===== config.mk =====
export PLATFORM = sky130hd
export DESIGN_NAME = pipe_skid_stage
export DESIGN_NICKNAME = d
export VERILOG_FILES = /design/src/rtl/pipe_pkg.sv /design/src/rtl/pipe_entry_reg.sv /design/src/rtl/pipe_skid_stage.sv
export SDC_FILE = /design/constraint.sdc
export NUM_CORES = 1
export LEC_CHECK = 0
export BUFFER_PORTS_ARGS = -buffer_cell sky130_fd_sc_hd__buf_4
export CAP_MARGIN = 0
export CORE_MARGIN = 2
export CORE_UTILIZATION = 53
export CTS_BUF_LIST = sky130_fd_sc_hd__clkbuf_16
export CTS_CLUSTER_DIAMETER = 60
export CTS_CLUSTER_SIZE = 8
export DETAILED_ROUTE_END_ITERATION = 8
export PLACE_DENSITY = 0.91
export SLEW_MARGIN = 20
export SYNTH_ARGS = -nofsm -noshare
export SYNTH_HDL_FRONTEND = slang
export SYNTH_SLANG_ARGS = --single-unit

===== constraint.sdc =====
create_clock -name clk -period 2.98 [get_ports clk]
set_input_delay 0 -clock clk [delete_from_list [all_inputs] [get_ports clk]]
set_output_delay 0 -clock clk [all_outputs]
set_load 0.02 [all_outputs]

===== src/rtl/pipe_pkg.sv =====
// rtl/pipe_pkg.sv - shared state encodings and per-boundary field layouts for pipe_skid_stage
package pipe_pkg;

  typedef enum logic [1:0] {
    ST_EMPTY = 2'd0,
    ST_ONE   = 2'd1,
    ST_TWO   = 2'd2
  } pipe_state_e;

  localparam int PIPE_DATA_W    = 32;
  localparam int PIPE_CTRL_W    = 8;

  localparam int IF_ID_DATA_W   = 64;
  localparam int IF_ID_CTRL_W   = 1;
  localparam int ID_EX_DATA_W   = 96;
  localparam int ID_EX_CTRL_W   = 8;
  localparam int EX_MEM_DATA_W  = 64;
  localparam int EX_MEM_CTRL_W  = 4;
  localparam int MEM_WB_DATA_W  = 32;
  localparam int MEM_WB_CTRL_W  = 2;

  // IF/ID control bit
  localparam int IF_ID_BUBBLE_BIT     = 0;

  // ID/EX control bits
  localparam int ID_EX_RE_BIT         = 0;
  localparam int ID_EX_WE_BIT         = 1;
  localparam int ID_EX_USE_DST_BIT    = 2;
  localparam int ID_EX_BR_EN_BIT      = 3;
  localparam int ID_EX_BR_COND_LSB    = 4;
  localparam int ID_EX_BR_COND_W      = 3;
  localparam int ID_EX_ALU_SRC_BIT    = 7;

  // EX/MEM control bits
  localparam int EX_MEM_RE_BIT        = 0;
  localparam int EX_MEM_WE_BIT        = 1;
  localparam int EX_MEM_USE_DST_BIT   = 2;
  localparam int EX_MEM_MEM2REG_BIT   = 3;

  // MEM/WB control bits
  localparam int MEM_WB_USE_DST_BIT   = 0;
  localparam int MEM_WB_MEM2REG_BIT   = 1;

endpackage


===== src/rtl/pipe_entry_reg.sv =====
// rtl/pipe_entry_reg.sv - one pipeline entry: valid, control and data with flush-clear of control
module pipe_entry_reg
  import pipe_pkg::*;
#(
  parameter int CTRL_W = PIPE_CTRL_W,
  parameter int DATA_W = PIPE_DATA_W
) (
  input  logic              clk,
  input  logic              rst,
  input  logic              flush,
  input  logic              valid_d,
  input  logic              load,
  input  logic [CTRL_W-1:0] ctrl_d,
  input  logic [DATA_W-1:0] data_d,
  output logic              valid,
  output logic [CTRL_W-1:0] ctrl,
  output logic [DATA_W-1:0] data
);

  // Flush squashes control so a dead entry cannot fire side effects; data is left alone.
  always_ff @(posedge clk or posedge rst) begin
    if (rst) begin
      valid <= 1'b0;
      ctrl  <= '0;
      data  <= '0;
    end else if (flush) begin
      valid <= 1'b0;
      ctrl  <= '0;
    end else begin
      valid <= valid_d;
      if (load) begin
        ctrl <= ctrl_d;
        data <= data_d;
      end
    end
  end

endmodule


===== src/rtl/pipe_skid_stage.sv =====
// rtl/pipe_skid_stage.sv - valid/ready pipeline stage with optional 2-entry skid, flush and halt
module pipe_skid_stage
  import pipe_pkg::*;
#(
  parameter int DATA_W = PIPE_DATA_W,
  parameter int CTRL_W = PIPE_CTRL_W,
  parameter int SKID   = 1
) (
  input  logic              clk,
  input  logic              rst,
  input  logic              hlt,
  input  logic              flush,
  input  logic              in_valid,
  output logic              in_ready,
  input  logic [CTRL_W-1:0] in_ctrl,
  input  logic [DATA_W-1:0] in_data,
  output logic              out_valid,
  input  logic              out_ready,
  output logic [CTRL_W-1:0] out_ctrl,
  output logic [DATA_W-1:0] out_data,
  output logic [1:0]        occupancy
);

  pipe_state_e state_q, state_d;

  logic              m_valid, s_valid;
  logic [CTRL_W-1:0] m_ctrl, s_ctrl;
  logic [DATA_W-1:0] m_data, s_data;
  logic              m_load, s_load, m_from_s;
  logic              in_xfer, out_xfer;

  // With SKID the upstream ready depends only on registers, breaking the out_ready path.
  assign in_ready  = ((SKID != 0) ? !s_valid : (!m_valid || out_ready)) && !hlt && !rst;
  assign out_valid = m_valid && !hlt;
  assign out_ctrl  = m_ctrl;
  assign out_data  = m_data;
  assign occupancy = {1'b0, m_valid} + {1'b0, s_valid};

  assign in_xfer  = in_valid && in_ready;
  assign out_xfer = out_valid && out_ready;

  always_ff @(posedge clk or posedge rst) begin
    if (rst) state_q <= ST_EMPTY;
    else     state_q <= state_d;
  end

  always_comb begin
    state_d  = state_q;
    m_load   = 1'b0;
    s_load   = 1'b0;
    m_from_s = 1'b0;
    case (state_q)
      ST_EMPTY: begin
        if (in_xfer) begin
          state_d = ST_ONE;
          m_load  = 1'b1;
        end
      end
      ST_ONE: begin
        if (in_xfer && out_xfer) begin
          m_load = 1'b1;
        end else if (in_xfer && (SKID != 0)) begin
          state_d = ST_TWO;
          s_load  = 1'b1;
        end else if (out_xfer) begin
          state_d = ST_EMPTY;
        end
      end
      ST_TWO: begin
        if (out_xfer) begin
          state_d  = ST_ONE;
          m_load   = 1'b1;
          m_from_s = 1'b1;
        end
      end
      default: state_d = ST_EMPTY;
    endcase
    // Flush wins over everything; an in-flight output beat counts as delivered.
    if (flush) begin
      state_d = ST_EMPTY;
      m_load  = 1'b0;
      s_load  = 1'b0;
    end
  end

  pipe_entry_reg #(.CTRL_W(CTRL_W), .DATA_W(DATA_W)) u_m (
    .clk     (clk),
    .rst     (rst),
    .flush   (flush),
    .valid_d (state_d != ST_EMPTY),
    .load    (m_load),
    .ctrl_d  (m_from_s ? s_ctrl : in_ctrl),
    .data_d  (m_from_s ? s_data : in_data),
    .valid   (m_valid),
    .ctrl    (m_ctrl),
    .data    (m_data)
  );

  pipe_entry_reg #(.CTRL_W(CTRL_W), .DATA_W(DATA_W)) u_s (
    .clk     (clk),
    .rst     (rst),
    .flush   (flush),
    .valid_d (state_d == ST_TWO),
    .load    (s_load),
    .ctrl_d  (in_ctrl),
    .data_d  (in_data),
    .valid   (s_valid),
    .ctrl    (s_ctrl),
    .data    (s_data)
  );

endmodule


==> metrics.md, run 1 <==
| Metric | Value |
|---|---|
| Simple-gate share of the synthesized area | `0.0317` |
| Skew-Pair Late Insertion Delay | `320 ps` |
| Syn_nets | `approximately 290` |
| Initial antenna violation count | `0` |
| Slew @ Worst Pin | `about 820 ps` |
| RSZ-0062 raised after global routing | `false` |
| Starting Density | `0.547` |
| Clock tree buffer depth | `2` |
| Worst r2r src | `u_s.valid$_DFF_PP0_` |
| Layout cells sized above 1 | `0.571` |
| Share of the synthesized area in the top cell type | `0.566` |
| Maximum clock rate | `approximately 0.44 GHz` |
| Most numerous cell in the Yosys netlist | `mux2_2` |
| Crit path from | `u_s.valid$_DFF_PP0_` |
| Xor/xnor share of the synthesized area | `0` |
| CTS H-tree lvls | `3` |
| Row count | `30` |
| Utilization after layout | `0.758` |
| Die width | `around 90 um` |
| Vias | `approximately 2500` |
| Largest net degree at the start of global routing | `between 50 and 60` |
| Clock transition at path regs | `~60 ps` |
| Chip height | `between 80 and 90 um` |
| Count of final setup violators | `0` |
| Most frequent cells after synthesis | `mux2_2, dfrtp_1, a22o_1` |
| CP startpoint kind | `register` |
| Top Family by Delay on Critical Path | `simple AND/OR/NAND/NOR gates` |
| Largest family of logic cells by synthesized area | `multiplexers` |
| Final worst setup slack | `between 600 and 700 ps` |
| Dpl ws | `around 710 ps` |
| Cells along the critical path | `or4b_1, nor3_2, o31a_2, buf_4, mux2_2` |
| Crit path required time | `around 3200 ps` |
| Max_slew headroom | `0.454` |
| Register area share after synthesis | `0.566` |
| Final-layout setup total negative slack | `0 ps` |
| WS Path Type | `register to register` |
| Worst-path maximum fanout | `20` |
| Total CTS buffers | `9` |
| Antenna Violating Nets Remaining | `0` |
| Status | `complete, no violations` |
| Crit path DAT | `2490 ps` |
| Clock skew | `around 9.0 ps` |
| Worst setup EP type | `register` |
| IO Pins | `90` |
| Buffers added on ports | `89` |
| CTS Sinks | `84` |
| Synthesized flop and latch total | `84` |
| Antenna Cells | `0` |
| Main synth FF type | `dfrtp_1` |
| Period minus WS final | `between 2000 and 2500 ps` |
| Post-synthesis adder-cell area fraction | `0.00337` |
| Ys Warns | `0` |
| Number of synthesized flops with an enable pin | `0` |
| CTS tree | `done` |
| Wire per inst | `roughly 16 um` |
| First-pass GRT wire length | `13000 um` |
| DRC | `0` |
| MaxCap Viol Count | `0` |
| Total GRT Usage | `0.220` |
| Synth async-reset ratio | `1.00` |
| DRT Wirelength | `approximately 8000 um` |
| Post-Place Cells | `between 400 and 500` |
| Grt ovf | `0` |
| Count of different cell masters after synthesis | `26` |
| DR vias/cell | `about 5.2` |
| Syn Inst Count | `245` |
| Finished Layout Cells | `483` |
| Worst Path Buf+Inv | `1` |
| CP peak stage delay | `670 ps` |
| Compound-Gate Fraction of Synth Area | `0.0519` |
| Avg Inst Size Synth | `about 15 um^2` |
| Layout area overhead | `38.6%` |
| P per Cell Area | `about 610 nW/um^2` |
| Mux share of post-synthesis cell area | `0.315` |
| Largest cells by area after synthesis | `dfrtp_1, mux2_2, a22o_1` |
| Slowest cell on the critical path | `or4b_1` |
| Final hold violations | `0` |
| Clock Tree Root | `clkbuf_16` |
| Leak | `~0.0024 uW` |
| Hold WC Path Type | `primary input to async pin` |
| DRT iter0 DRCs | `about 100` |
| HPWL Detailed | `roughly 5000 um` |
| Core area | `around 6800 um^2` |
| Routability Congestion | `0.730` |
| Final max-slew violation count | `0` |
| Router iterations before antenna repair | `4` |
| Vias in the first global route | `roughly 2700` |
| Area leader, netlist | `dfrtp_1` |
| Fin crit share | `0.766` |
| Final #Nets | `about 430` |
| Mapped Area | `between 3000 and 4000 um^2` |
| Die area | `approximately 7700 um^2` |
| VDD IR max | `between 0.4 and 0.5 mV` |
[final timing paths]
path | endpoint | slack [ps] | cells past startpoint
min | u_m.valid$_DFF_PP0_ | 280 | 3
max | u_m.data[13]$_DFFE_PP0P_ | 700 | 5
min reg2reg | u_s.data[9]$_DFFE_PP0P_ | 500 | 1
max in group asynchronous | u_s.valid$_DFF_PP0_ | 1660 | 4
max reg2reg | u_m.data[13]$_DFFE_PP0P_ | 700 | 5
min in group clk | out_valid | 280 | 3
[report_power, final]
part	leakage, uW	internal (uW)	switching (uW)
Clock	0.000123	558	423
Sequential	0.00110	1320	103
Combinational	0.00120	394	342
Total	0.00242	2270	868
[cell type report]
cell class	instances	area, um^2
Clock inverter	7	43.8
Multi-Input combinational cell	146	1500
Inverter	2	8.76
Sequential cell	84	2100
Tap cell	96	120
Clock buffer	9	225
Fill cell	410	1650
Timing Repair Buffer	139	1150
[through the flow]
stage | hold WS [ps] | power (uW) | cell area, um^2
floorplan | 63.1 | 1810 | 3710
global placement | 71.3 | 2100 | 4460
detailed placement | 86.3 | 2130 | 4460
CTS | 277 | 3160 | 5150
global route | 283 | 3290 | 5150
finish | 278 | 3140 | 5150
[state kept, by name, indices dropped and copies added, names as in the netlist]
name / count
state_q: 2
u_m.data: 32
u_s.ctrl: 8
u_s.valid: 1
u_m.valid: 1
u_m.ctrl: 8
u_s.data: 32
[cells by family (layout without fill, tap and decap cells)]
logic type	after synthesis	in the layout
mux	104	104
flops	84	84
buf+inv	15	157
fa+ha+maj	1	1
simple gates	17	17
compound gates	24	24
[cells in the final DEF (no fill, tap or decap), types with 2 or more instances in the layout]
master         count
clkbuf_16          9
dlygate4sd3_1     42
a22o_1            16
nand2_1            3
a21oi_1            4
dfrtp_1           84
mux2_2           104
clkinv_2           2
buf_4             97
clkinvlp_4         3
nand2b_1           2
nor4_1             2
clkinv_1           2
[routing by layer]
metal  GRT usage  share of wire  routed length [um]
met1       0.284           0.43                3330
met2       0.374           0.52                4080
met3      0.0471          0.042                 330
met4      0.0685         0.0097                  76
met5           0              0                   0
[repair_timing]
item                                   CTS  global route
setup endpoints to repair                0             0
resized for setup                        0             0
hold buffers                            42             0
endpoints found under the hold margin   72             0
buffers inserted                         0             0
[worst reg2reg max path, cell delays in order (launching register included)]
cell	delay, ps
dfrtp_1	400
or4b_1	670
nor3_2	260
o31a_2	180
buf_4	270
mux2_2	390
No activity file was read; power rests on OpenSTA's default activity.
==> run 2: changes to the inputs <==
Clock period 2.98 ns to 2.3 ns, I/O delays scaled along.
==> run 2 against run 1 <==
  * Register-to-register slack lost 550 ps
  * First-iteration DRC count grew 3.1%
  * Sequential power grew 29%
  * Flip-flop and latch count is the same
  * Power grew 37%
  * Die area is the same
  * Core utilization grew 1.3 points
  * Critical path type unchanged
  * Highest routed layer unchanged
==> metrics.md, run 2 (synthesized netlist as in run 1, its figures left out) <==
| Metric | Value |
|---|---|
| DRC | `0` |
| Commonest non-fill, non-tap cell in the layout | `mux2_2` |
| Routability Congestion | `roughly 0.72` |
| Met1 usage in global routing | `0.287` |
| Grt ovf | `0` |
| Pint | `approximately 3200 uW` |
| Fin crit share | `0.934` |
| Hold WC Path Type | `primary input to register` |
| RSZ-0062 raised after global routing | `false` |
| Vias | `about 2600` |
| Highest-count cells in the layout ignoring fill and taps | `mux2_2, buf_4, dfrtp_1` |
| Layout area overhead | `41.0%` |
| Fillers | `around 400` |
| Clock power share | `0.352` |
| Count of final setup violators | `0` |
| First-pass GRT wire length | `between 10000 and 15000 um` |
| Slew @ Worst Pin | `about 740 ps` |
| Logic pwr share | `0.221` |
| DR vias/cell | `approximately 5.3` |
| Clock skew | `roughly 5.5 ps` |
| Crit path DAT | `between 2000 and 2500 ps` |
| Worst r2r src | `u_m.valid$_DFF_PP0_` |
| Skew-Pair Late Insertion Delay | `roughly 330 ps` |
| DRT Wirelength | `8190 um` |
| IO Pins | `90` |
| Status | `complete, no violations` |
| Chip height | `roughly 88 um` |
| Crit path required time | `2510 ps` |
| Final hold violations | `0` |
| Maximum clock rate | `0.465 GHz` |
| Die area | `7690 um^2` |
| Buffers added on ports | `between 80 and 90` |
| MaxCap Viol Count | `0` |
| Core area | `just under 7000 um^2` |
| Crit path from | `u_m.valid$_DFF_PP0_` |
| Clock transition at path regs | `60 ps` |
| Clock tree buffer depth | `2` |
| Total CTS buffers | `9` |
| Worst Hold Launch | `hlt` |
| Antenna Violating Nets Remaining | `0` |
| CTS tree | `done` |
| Clock Tree Root | `clkbuf_16` |
| Largest net degree at the start of global routing | `53` |
| Wire per inst | `about 17 um` |
| HPWL Detailed | `roughly 5000 um` |
| Overall power | `~4300 uW` |
| Fraction of power consumed by sequential logic | `0.427` |
| Leak | `0.00247 uW` |
| M2 GR Usage | `0.380` |
| Vias in the first global route | `approximately 2700` |
| Period minus WS final | `about 2100 ps` |
| Initial antenna violation count | `0` |
| P per Cell Area | `approximately 820 nW/um^2` |
| GRT Max-Usage Layer | `met2` |
| Worst-path maximum fanout | `25` |
| Largest registers | `u_m.data x32, u_s.data x32` |
| VDD IR max | `between 0.5 and 0.6 mV` |
| Total GRT Usage | `0.227` |
| Row count | `30` |
| Post-CTS Setup Inserts | `0` |
| CP startpoint kind | `register` |
| Max_slew headroom | `0.502` |
| DRT iter0 DRCs | `approximately 100` |
| NetSw | `about 1100 uW` |
| Router iterations before antenna repair | `4` |
| Final-layout setup total negative slack | `0 ps` |
| Layout cells sized above 1 | `0.576` |
| CTS H-tree lvls | `3` |
| Die width | `between 80 and 90 um` |
| Final max-slew violation count | `0` |
| Final #Nets | `approximately 430` |
| CTS Sinks | `84` |
| Met3 Resource Use GR | `0.0424` |
| WS Path Type | `register to register` |
| Sw frac | `0.265` |
| Worst setup EP type | `register` |
| Starting Density | `0.547` |
| Antenna Cells | `0` |
==> run 2: power by group through the flow <==
stage | registers, uW | clock network [uW] | logic, uW
floorplan | 2050 | 0 | 293
global placement | 1850 | 0 | 874
detailed placement | 1860 | 0 | 899
CTS | 1840 | 1550 | 962
global route | 1870 | 1610 | 1020
finish | 1840 | 1520 | 955
==> run 2: critical path, stage by stage, from the launching register on <==
cell and delay [ps]:
dfrtp_1 370, nand3b_1 270, nor4_1 540, o31a_2 290
buf_12 190, mux2_2 350
==> run 2: metrics by stage <==
stage	instances	cell area (um^2)	hold slack, ps	setup slack, ps	utilization
after CTS	483	5230	260	83.3	0.770
after global placement	425	4500	95.2	177	0.662
after floorplan	245	3710	63.1	135	-
final	483	5240	153	151	0.771
after global routing	483	5240	179	59.4	0.771
after detailed placement	425	4500	108	103	0.662
==> run 2: worst paths after layout <==
check | endpoint | slack (ps) | depth (start not counted)
worst max-delay path | u_m.data[4]$_DFFE_PP0P_ | 150 | 5
worst min-delay path | u_m.valid$_DFF_PP0_ | 150 | 4
worst max register to register | u_m.data[4]$_DFFE_PP0P_ | 150 | 5
worst min register to register | u_s.ctrl[6]$_DFFE_PP0P_ | 500 | 1
max in group asynchronous | u_m.data[1]$_DFFE_PP0P_ | 1330 | 4
min in group asynchronous | u_m.valid$_DFF_PP0_ | 310 | 3
==> run 2: timing repair <==
item,in CTS,in global routing
resized for setup,0,1
setup endpoints to repair,0,11
endpoints found under the hold margin,74,0
hold buffers,42,0
==> run 2: layout make-up <==
cell class,instances,area [um^2],share of cell area
repair buffers,139,1190,0.227
clock inverters,7,91.3,0.0174
well taps,96,120,0.0229
clock buffers,9,225,0.0430
flip-flops and latches,84,2100,0.401
multi-input cells,146,1500,0.287
inverters,2,8.76,0.00167
==> run 2: metal layers <==
layer  vias up  wire, um
li1       1179         -
met1      1286      3510
met2        69      4200
met3        16       312
met4         0       174
met5         -         0
